$ cat src/rtl/lsu_if.sv
// Request/response and data-memory port bundle for load_store_unit.
// slave = the LSU side, master = the execute stage / memory side.
interface lsu_if;
   logic        req_valid;
   logic        req_ready;
   logic        req_wr;
   logic [1:0]  req_size;
   logic        req_signed;
   logic [9:0]  req_addr;
   logic [31:0] req_wdata;
   logic        resp_valid;
   logic [31:0] resp_rdata;
   logic        resp_err;
   logic [7:0]  mem_raddr;
   logic [31:0] mem_rdata;
   logic [7:0]  mem_waddr;
   logic [31:0] mem_wdata;
   logic        mem_wr;

   modport slave (
      input  req_valid, req_wr, req_size, req_signed, req_addr, req_wdata, mem_rdata,
      output req_ready, resp_valid, resp_rdata, resp_err,
             mem_raddr, mem_waddr, mem_wdata, mem_wr
   );

   modport master (
      output req_valid, req_wr, req_size, req_signed, req_addr, req_wdata, mem_rdata,
      input  req_ready, resp_valid, resp_rdata, resp_err,
             mem_raddr, mem_waddr, mem_wdata, mem_wr
   );
endinterface

$ cat src/rtl/load_store_unit.sv
// Byte/half/word load-store front end for a 256 x 32 async-read memory.
// Optional macro LSU_ERR_EN: misalignment detection and the ERR response state.
module load_store_unit (
   input  logic  clk,
   input  logic  rst_n,
   lsu_if.slave  bus
);

`ifdef LSU_ERR_EN
   typedef enum logic [1:0] {S_IDLE, S_RD, S_WR, S_ERR} state_t;
`else
   typedef enum logic [1:0] {S_IDLE, S_RD, S_WR} state_t;
`endif

   state_t      state_q;
   logic [9:0]  addr_q;
   logic [1:0]  size_q;
   logic        sgn_q;
   logic        wr_q;
   logic [31:0] wbuf_q;
   logic        resp_valid_q;
   logic [31:0] rdata_q;
   logic [9:0]  addr_d;
   logic [1:0]  size_d;
`ifdef LSU_ERR_EN
   logic        resp_err_q;
   logic        misal_d;
`endif

   function automatic logic [31:0] load_extract(input logic [31:0] w, input logic [1:0] off,
                                                input logic [1:0] size, input logic sgn);
      logic [7:0]  b;
      logic [15:0] h;
      b = w[{off, 3'b000} +: 8];
      h = off[1] ? w[31:16] : w[15:0];
      case (size)
         2'b00:   load_extract = sgn ? {{24{b[7]}}, b} : {24'h0, b};
         2'b01:   load_extract = sgn ? {{16{h[15]}}, h} : {16'h0, h};
         default: load_extract = w;
      endcase
   endfunction

   function automatic logic [31:0] store_merge(input logic [31:0] old, input logic [31:0] wd,
                                               input logic [1:0] off, input logic [1:0] size);
      logic [31:0] m;
      m = old;
      case (size)
         2'b00: m[{off, 3'b000} +: 8] = wd[7:0];
         2'b01: if (off[1]) m[31:16] = wd[15:0];
                else        m[15:0]  = wd[15:0];
         default: m = wd;
      endcase
      store_merge = m;
   endfunction

   // Request normalisation: either flag misalignment or force the low address bits.
   always_comb begin
      size_d = bus.req_size;
      addr_d = bus.req_addr;
`ifdef LSU_ERR_EN
      misal_d = (bus.req_size == 2'b11) ||
                (bus.req_size == 2'b01 && bus.req_addr[0]) ||
                (bus.req_size == 2'b10 && bus.req_addr[1:0] != 2'b00);
`else
      if (bus.req_size == 2'b11) size_d = 2'b10;
      if (size_d == 2'b10)       addr_d[1:0] = 2'b00;
      else if (size_d == 2'b01)  addr_d[0] = 1'b0;
`endif
   end

   always_ff @(posedge clk or negedge rst_n) begin
      if (!rst_n) begin
         state_q      <= S_IDLE;
         addr_q       <= '0;
         size_q       <= '0;
         sgn_q        <= 1'b0;
         wr_q         <= 1'b0;
         wbuf_q       <= '0;
         resp_valid_q <= 1'b0;
         rdata_q      <= '0;
`ifdef LSU_ERR_EN
         resp_err_q   <= 1'b0;
`endif
      end else begin
         resp_valid_q <= 1'b0;
`ifdef LSU_ERR_EN
         resp_err_q   <= 1'b0;
`endif
         case (state_q)
            S_IDLE: if (bus.req_valid) begin
               addr_q <= addr_d;
               size_q <= size_d;
               sgn_q  <= bus.req_signed;
               wr_q   <= bus.req_wr;
               wbuf_q <= bus.req_wdata;
`ifdef LSU_ERR_EN
               if (misal_d)                              state_q <= S_ERR;
               else
`endif
               if (bus.req_wr && size_d == 2'b10)        state_q <= S_WR;
               else                                      state_q <= S_RD;
            end
            S_RD: begin
               if (wr_q) begin
                  wbuf_q  <= store_merge(bus.mem_rdata, wbuf_q, addr_q[1:0], size_q);
                  state_q <= S_WR;
               end else begin
                  rdata_q      <= load_extract(bus.mem_rdata, addr_q[1:0], size_q, sgn_q);
                  resp_valid_q <= 1'b1;
                  state_q      <= S_IDLE;
               end
            end
            S_WR: begin
               rdata_q      <= '0;
               resp_valid_q <= 1'b1;
               state_q      <= S_IDLE;
            end
`ifdef LSU_ERR_EN
            S_ERR: begin
               rdata_q      <= '0;
               resp_valid_q <= 1'b1;
               resp_err_q   <= 1'b1;
               state_q      <= S_IDLE;
            end
`endif
            default: state_q <= S_IDLE;
         endcase
      end
   end

   // mem_wr comes from the state register only, so an async reset kills it at once.
   assign bus.req_ready  = (state_q == S_IDLE);
   assign bus.resp_valid = resp_valid_q;
   assign bus.resp_rdata = rdata_q;
`ifdef LSU_ERR_EN
   assign bus.resp_err   = resp_err_q;
`else
   assign bus.resp_err   = 1'b0;
`endif
   assign bus.mem_raddr  = addr_q[9:2];
   assign bus.mem_waddr  = addr_q[9:2];
   assign bus.mem_wdata  = wbuf_q;
   assign bus.mem_wr     = (state_q == S_WR);

endmodule

$ cat src/flat_wrapper.sv
// flat-port wrapper written by rule: the top's interface ports become plain ports
module load_store_unit_flat 
  (clk, rst_n, bus_req_valid, bus_req_wr, bus_req_size, bus_req_signed, bus_req_addr, bus_req_wdata, bus_mem_rdata, bus_req_ready, bus_resp_valid, bus_resp_rdata, bus_resp_err, bus_mem_raddr, bus_mem_waddr, bus_mem_wdata, bus_mem_wr);
  lsu_if bus_i ();
  input  logic clk;
  input  logic rst_n;
  input wire logic [$bits(bus_i.req_valid)-1:0] bus_req_valid;
  input wire logic [$bits(bus_i.req_wr)-1:0] bus_req_wr;
  input wire logic [$bits(bus_i.req_size)-1:0] bus_req_size;
  input wire logic [$bits(bus_i.req_signed)-1:0] bus_req_signed;
  input wire logic [$bits(bus_i.req_addr)-1:0] bus_req_addr;
  input wire logic [$bits(bus_i.req_wdata)-1:0] bus_req_wdata;
  input wire logic [$bits(bus_i.mem_rdata)-1:0] bus_mem_rdata;
  output wire logic [$bits(bus_i.req_ready)-1:0] bus_req_ready;
  output wire logic [$bits(bus_i.resp_valid)-1:0] bus_resp_valid;
  output wire logic [$bits(bus_i.resp_rdata)-1:0] bus_resp_rdata;
  output wire logic [$bits(bus_i.resp_err)-1:0] bus_resp_err;
  output wire logic [$bits(bus_i.mem_raddr)-1:0] bus_mem_raddr;
  output wire logic [$bits(bus_i.mem_waddr)-1:0] bus_mem_waddr;
  output wire logic [$bits(bus_i.mem_wdata)-1:0] bus_mem_wdata;
  output wire logic [$bits(bus_i.mem_wr)-1:0] bus_mem_wr;
  assign bus_i.req_valid = bus_req_valid;
  assign bus_i.req_wr = bus_req_wr;
  assign bus_i.req_size = bus_req_size;
  assign bus_i.req_signed = bus_req_signed;
  assign bus_i.req_addr = bus_req_addr;
  assign bus_i.req_wdata = bus_req_wdata;
  assign bus_i.mem_rdata = bus_mem_rdata;
  assign bus_req_ready = bus_i.req_ready;
  assign bus_resp_valid = bus_i.resp_valid;
  assign bus_resp_rdata = bus_i.resp_rdata;
  assign bus_resp_err = bus_i.resp_err;
  assign bus_mem_raddr = bus_i.mem_raddr;
  assign bus_mem_waddr = bus_i.mem_waddr;
  assign bus_mem_wdata = bus_i.mem_wdata;
  assign bus_mem_wr = bus_i.mem_wr;
  load_store_unit u_core (.clk(clk), .rst_n(rst_n), .bus(bus_i));
endmodule
$ cat config.mk
export PLATFORM = sky130hd
export DESIGN_NAME = load_store_unit_flat
export DESIGN_NICKNAME = d
export VERILOG_FILES = /design/src/rtl/lsu_if.sv /design/src/rtl/load_store_unit.sv /design/src/flat_wrapper.sv
export SDC_FILE = /design/constraint.sdc
export NUM_CORES = 1
export LEC_CHECK = 0
export BUFFER_PORTS_ARGS = -buffer_cell sky130_fd_sc_hd__buf_2
export CAP_MARGIN = 5
export CORE_UTILIZATION = 35
export CTS_BUF_LIST = sky130_fd_sc_hd__clkbuf_2
export DETAILED_ROUTE_END_ITERATION = 12
export GPL_ROUTABILITY_DRIVEN = 0
export GPL_TIMING_DRIVEN = 0
export SETUP_SLACK_MARGIN = 0.2
export SLEW_MARGIN = 15
export SYNTH_ARGS = -nofsm -noshare
export SYNTH_HDL_FRONTEND = slang
export SYNTH_SLANG_ARGS = --single-unit
$ cat constraint.sdc
create_clock -name clk -period 1.9 [get_ports clk]
set_input_delay 0.095 -clock clk [delete_from_list [all_inputs] [get_ports clk]]
set_output_delay 0.095 -clock clk [all_outputs]
set_load 0.005 [all_outputs]
==> results of run 1 <==
-- per-layer routing --
| metal | vias to the layer above | global-route usage [%] | wire length [µm] |
|---|---|---|---|
| met3 | 56 | 6.383 | 1054 |
| met2 | 218 | 42.05 | 8102 |
| met4 | 0 | 12.39 | 753 |
| met1 | 2381 | 32.41 | 7439 |
| li1 | 2277 | - | - |
| met5 | - | 0 | 0 |
-- worst max path at each step --
| stage | from | endpoint | cells past startpoint |
|---|---|---|---|
| after floorplan | u_core.state_q[1] | u_core.bus.mem_wdata[0] | 8 |
| after global placement | u_core.state_q[1] | u_core.bus.resp_rdata[29] | 6 |
| after detailed placement | u_core.state_q[1] | u_core.bus.resp_rdata[29] | 6 |
| after CTS | u_core.state_q[0] | u_core.bus.mem_wdata[2] | 7 |
| after global routing | u_core.state_q[1] | u_core.bus.mem_wdata[3] | 8 |
| final | u_core.state_q[0] | u_core.bus.mem_wdata[7] | 8 |
-- cell type report --
type                            count  area share (%)
Tap cell                          172           2.874
Clock buffer                       11          0.7352
Timing Repair Buffer              275           25.75
Clock inverter                      5           1.069
Multi-Input combinational cell    320           36.69
Inverter                            9          0.6349
Sequential cell                    81           27.10
Buffer                             49           5.146
-- flip-flops by register name, indices dropped and copies added, names as in the netlist --
register and cells:
u_core.bus.mem_wdata 32, u_core.bus.resp_rdata 32, u_core.addr_q 10, u_core.size_q 2
u_core.state_q 2, u_core.bus.resp_valid 1, u_core.sgn_q 1, u_core.wr_q 1
-- cells by family (layout without fill, tap and decap cells) --
group / after synthesis / after routing
AO/OA/AOI/OAI: 161 / 161
AND/OR/NAND/NOR: 103 / 103
flip-flops: 81 / 81
buffers and inverters: 58 / 349
multiplexers: 47 / 47
adder cells (fa/ha/maj): 8 / 8
other: 1 / 1
-- layout by cell type, fill, tap and decap left out, drive strengths merged, types with 5 or more instances in the layout --
cell type | netlist | final
nand2 | 34 | 34
o21ai | 39 | 39
mux2i | 24 | 24
clkbuf | 20 | 29
dlygate4sd3 | 0 | 83
dfrtp | 81 | 81
nand2b | 7 | 7
nor2 | 42 | 42
or3 | 5 | 5
inv | 7 | 7
buf | 29 | 223
a21oi | 36 | 36
o31ai | 8 | 8
ha | 8 | 8
mux2 | 23 | 23
a22o | 27 | 27
a221o | 16 | 16
a221oi | 25 | 25
-- power groups by stage --
stage          combinational (µW)  sequential, µW  clock, µW
3_5_place_dp                 4840            3120          0
5_1_grt                      6760            3190       1170
4_1_cts                      5640            3080       1120
6_report                     6240            3120       1080
3_3_place_gp                 4750            3080          0
2_1_floorplan                3200            2970          0
-- timing repair --
item | 4_1_cts | 5_1_grt
pin swaps | 29 | 18
gates resized for setup | 74 | 74
endpoints found under the hold margin | 161 | 0
hold buffers | 84 | 0
cloned | 0 | 1
endpoints found under the setup margin | 72 | 70
setup buffers | 20 | 6
-- synthesized netlist by cell type, drive strengths merged (3+ instances only) --
cell type / count
nor4bb: 3
dfrtp: 81
a21oi: 36
o31ai: 8
inv: 7
a221oi: 25
and3: 3
mux2: 23
a221o: 16
a22o: 27
nor2b: 3
o21ai: 39
nand2: 34
or3: 5
nand2b: 7
ha: 8
a32oi: 3
nor2: 42
mux2i: 24
buf: 29
clkbuf: 20
-- through the flow --
stage               total power (µW)  util, %  cells
floorplan                       6177        -    459
global placement                7834    45.40    794
detailed placement              7954    45.64    795
CTS                             9833    56.94    915
global route                   11120    59.10    922
finish                         10430    59.10    922
-- worst min-delay path: cells and delay by family --
family                 cells  cell delay [ns]
buffers and inverters      2             0.60
multiplexers               1             0.13
==> impl_metrics.csv, run 1 <==
group,metric,value,unit
timing,finalSetupTns,-0.07987,ns
timing,fin_worst_skew,0.02822,ns
synthesis,synth_edf_count,0,
timing,rsz0062_at_grt,"yes",
place,dp_hpwl,12.07,mm
floorplan,start_util,36.18,%
synthesis,synthTopCellsByArea,"dfrtp_1, mux2i_1, a22o_1",
global_route,grt_max_degree,56,
power,p_sw,4394,µW
drt,ant_nets,0,
finish,drive_above_1_share,47.20,%
drt,wl_per_cell,18.82,µm
clock_network,clock_latency,0.59,ns
synthesis,synthArstFlopShare,100.0,%
outcome,status,"complete, but fails checks",
timing,setup_slack,-0.02017,ns
critical_path,max_stage_delay,0.48,ns
worst_hold_path,min_to,"u_core.addr_q[2]",
critical_path,crit_chain,"inv_2 -> ha_4 -> nand2b_4 -> a211o_1 -> buf_6 -> a21o_1 -> buf_6 -> mux2_4",
critical_path,path_class,"reg -> reg",
power,p_int,6039,µW
floorplan,dieArea,13560,µm²
synthesis,yosysWarnings,0,
synthesis,synthMuxAreaShare,11.54,%
global_route,grt_pass1_vias,4809,
power,peakVddDrop,0.6446,mV
place,placed_area,5783,µm²
timing,whs,0.2705,ns
finish,n_fill_cell,1049,
synthesis,synth_top_family_by_area,"compound AO/OA/AOI/OAI gates",
floorplan,die_w,116.4,µm
synthesis,syn_avg_cell_area,9.988,µm²
critical_path,worstReg2RegStart,"u_core.state_q[0]",
finish,final-seq-area,2029,µm²
critical_path,path_common_cell,"buf_6",
power,switching_share,42.12,%
drt,drcViolationCount,0,
worst_hold_path,hold_start,"bus_req_addr[2]",
global_route,antenna_found_initial,0,
global_route,grt_pass1_wl,25.88,mm
power,p_comb_share,59.8,%
clock_network,tritoncts,"built",
worst_hold_path,hold-path-cell-count,3,
timing,fmax,520.8,MHz
timing,setup_viol,7,
floorplan,io_pins,165,
clock_network,root_buffer,"clkbuf_2",
finish,nNetsFinal,834,
critical_path,crit_fanout,8,
global_route,gr-total-overflow,0,
timing,finalCriticalPeriod,1.920,ns
drt,wl,17.35,mm
global_route,grt_usage,25.94,%
synthesis,synthCells,459,
synthesis,synth_compound_area_share,24.78,%
clock_network,clock_sinks,81,
synthesis,yosys.area_share.xor_xnor,0,%
synthesis,yosys.area_share.adder,2.183,%
critical_path,reg2reg_slack,-0.02,ns
clock_network,cts.clk_slew.worst_paths,0.21,ns
synthesis,synth_top_cell_area_share,44.21,%
clock_network,clockBufferDepth,2,
critical_path,cp_top_family,"flip-flops",
drt,vias_per_cell,5.349,
critical_path,cp-end-kind,"register",
power,pwr-share-clk,10.4,%
finish,multiInputGateArea,2748,µm²
finish,fin_area,7488,µm²
floorplan,rows,41,
clock_network,cts_buffers,9,
critical_path,slowest_stage,"dfrtp_2",
finish,n_antenna_cell,0,
timing,slew_violations,0,
drt,firstDrtPassIters,5,
critical_path,r2r_end,"u_core.bus.mem_wdata[7]",
synthesis,ys.flop_type,"dfrtp_1",
worst_hold_path,min_path_type,"in -> reg",
synthesis,syn_area,4584,µm²
floorplan,die_height,116.4,µm
synthesis,synth.distinct_cells,39,
critical_path,critPathRequiredTime,2.40,ns
timing,period_share,101.1,%
critical_path,r2r_cells,8,
clock_network,htreeDepth,3,
drt,vias,4932,
synthesis,ys_seq_area_share,44.21,%
place,place_ws,-0.3732,ns
synthesis,synthSimpleGateAreaFrac,10.64,%
timing,hold_viol,0,
critical_path,cp.buffers_inverters,3,
timing,tightest_slew,0.5422,ns
synthesis,synth_nets,548,
critical_path,critPathArrivalTime,2.42,ns
floorplan,core-area,12670,µm²
finish,area_growth,63.35,%
synthesis,yosys.area.top_type,"dfrtp_1",
outcome,violations,"setup timing",
synthesis,ys_seq_elements,81,
run,max_cap_violations,0,
place,port_buffers,163,
power,p_per_area,1393,nW/µm²
power,seqPwrFrac,29.9,%
drt,drt_first_iter_violations,344,
critical_path,cp-start-kind,"register",
timing,slew_headroom,63.86,%
power,p_leak,0.003431,µW
No activity file was read; power rests on OpenSTA's default activity.
==> inputs of run 2 (changes only) <==
--- a/config.mk
+++ b/config.mk
@@ -12,6 +12,7 @@
 export DETAILED_ROUTE_END_ITERATION = 12
 export GPL_ROUTABILITY_DRIVEN = 0
 export GPL_TIMING_DRIVEN = 0
+export RECOVER_POWER = 25
 export SETUP_SLACK_MARGIN = 0.2
 export SLEW_MARGIN = 15
 export SYNTH_ARGS = -nofsm -noshare
==> run 2 against run 1 <==
  * The flow still finishes with violations (setup timing)
  * Sequential share of layout area grew 0.14 points
  * Highest routed layer unchanged
  * Routed wire length about the same
  * Largest cell class unchanged
  * Sequential cell count unchanged
  * Sequential power about the same
  * Worst hold slack better by 0.0017 ns
  * Register-to-register slack about the same
  * Clock-buffer cell count stayed put
  * Maximum frequency rose by 0.10%
==> impl_metrics.csv, run 2 (same netlist as run 1, synthesis figures left out) <==
group,metric,value,unit
outcome,status,"complete, but fails checks",
outcome,violations,"setup timing",
critical_path,startpoint,"u_core.state_q[0]",
floorplan,die_height,116.4,µm
critical_path,path_class,"reg -> reg",
clock_network,clockBufferDepth,2,
global_route,grt_usage,25.94,%
critical_path,r2r_end,"u_core.bus.mem_wdata[7]",
global_route,antenna_found_initial,0,
timing,slew_violations,0,
timing,setup_viol,6,
worst_hold_path,min_path_type,"in -> reg",
drt,ant_nets,0,
critical_path,crit_fanout,8,
drt,vias,4918,
timing,slew_headroom,47.56,%
power,peakVddDrop,0.6396,mV
timing,finalSetupTns,-0.06379,ns
floorplan,io_pins,165,
clock_network,tritoncts,"built",
finish,layout_common_cells,"buf_2, dlygate4sd3_1, dfrtp_1",
run,max_cap_violations,0,
finish,drive_above_1_share,47.07,%
drt,drcViolationCount,0,
drt,firstDrtPassIters,5,
place,dp_hpwl,12.07,mm
critical_path,worstReg2RegStart,"u_core.state_q[0]",
drt,drt_first_iter_violations,308,
clock_network,htreeDepth,3,
finish,nNetsFinal,834,
power,p_per_area,1398,nW/µm²
finish,layout_commonest_cell,"buf_2",
place,port_buffers,163,
critical_path,critPathRequiredTime,2.40,ns
critical_path,r2r_cells,8,
timing,finalCriticalPeriod,1.918,ns
floorplan,core-area,12670,µm²
clock_network,clock_latency,0.59,ns
clock_network,clock_sinks,81,
finish,area_growth,62.50,%
finish,fin_cells,922,
finish,n_antenna_cell,0,
worst_hold_path,hold_start,"bus_req_addr[0]",
drt,wl,17.34,mm
finish,final-seq-area,2029,µm²
global_route,grt_pass1_wl,25.88,mm
global_route,grt_pass1_vias,4809,
global_route,gr-total-overflow,0,
finish,postLayoutCoreUtil,58.79,%
critical_path,cp-end-kind,"register",
clock_network,cts_buffers,9,
timing,tightest_slew,0.7867,ns
timing,setup_slack,-0.01818,ns
finish,n_fill_cell,1055,
timing,hold_viol,0,
timing,fmax,521.3,MHz
floorplan,start_util,36.18,%
floorplan,dieArea,13560,µm²
critical_path,critPathCapture,"u_core.bus.mem_wdata[7]",
place,dp_cells,795,
finish,multiInputGateArea,2748,µm²
drt,wl_per_cell,18.81,µm
timing,fin_worst_skew,0.02984,ns
floorplan,die_w,116.4,µm
clock_network,cts.clk_slew.worst_paths,0.21,ns
timing,period_share,101.0,%
critical_path,reg2reg_slack,-0.02,ns
power,p_leak,0.003414,µW
critical_path,critPathArrivalTime,2.41,ns
global_route,grt_max_degree,56,
drt,vias_per_cell,5.334,
critical_path,cp-start-kind,"register",
floorplan,rows,41,
timing,rsz0062_at_grt,"yes",
clock_network,root_buffer,"clkbuf_2",
run 2: changes by cell type in the layout (fill, tap and decap cells not counted):
cell	change
clkbuf_4	+1
buf_4	-1
buf_12	-1
clkbuf_2	+1
clkbuf_1	+1
buf_16	-1
run 2: stage by stage:
| step | worst slack, ns | area, µm² | total power (µW) | hold slack (ns) |
|---|---|---|---|---|
| after global placement | -0.4241 | 5753 | 7834 | 0.3165 |
| after floorplan | 0.06850 | 4722 | 6177 | -0.2006 |
| after detailed placement | -0.3732 | 5783 | 7954 | 0.04205 |
| after global routing | -0.09975 | 7450 | 11110 | 0.2180 |
| final | -0.01818 | 7450 | 10420 | 0.2723 |
| after CTS | -0.03630 | 7214 | 9833 | 0.2085 |
run 2: how the worst min path moves through the flow:
stage / end / slack, ns / cells past startpoint
after detailed placement: u_core.addr_q[8] / 0.04 / 1
after global placement: u_core.addr_q[0] / 0.32 / 2
after floorplan: u_core.addr_q[0] / -0.20 / 0
final: u_core.addr_q[0] / 0.27 / 3
after global routing: u_core.addr_q[0] / 0.22 / 3
after CTS: u_core.addr_q[7] / 0.21 / 3
run 2: per-layer routing:
layer  part of all wire (%)  vias up  global-route usage [%]  wire length [µm]
met4                    4.5        0                   12.39               777
met1                     42     2344                   32.41              7323
met2                     47      236                   42.05              8104
li1                       -     2277                       -                 -
met3                    6.6       61                   6.383              1137
met5                      0        -                       0                 0
run 2: timing repair:
item	4_1_cts	5_1_grt
gates resized for setup	74	74
setup endpoints to repair	72	70
hold endpoints to repair	161	0
pin swaps	29	18
cloned	0	1
buffers inserted	20	6
hold buffers	84	0
run 2: cell type report:
type                    instances  share of cell area, %
multi-input cells             320                  36.88
flip-flops and latches         81                  27.24
repair buffers                275                  25.36
plain buffers                  49                  5.173
well taps                     172                  2.889
clock inverters                 5                  1.075
clock buffers                  11                 0.7390
inverters                       9                 0.6382
run 2: worst max-delay path: stages, from the launching register on:
cell and delay (ns):
dfrtp_2 0.48, inv_2 0.09, ha_4 0.19, nand2b_4 0.06, a211o_1 0.30, buf_6 0.12
a21o_1 0.15, buf_6 0.15, mux2_4 0.29
run 2: where the power goes:
group	leakage [µW]	switching [µW]	internal, µW
clock	0.0000782	638	442
sequential	0.00101	689	2430
combinational	0.00233	3060	3160
total	0.00341	4390	6030
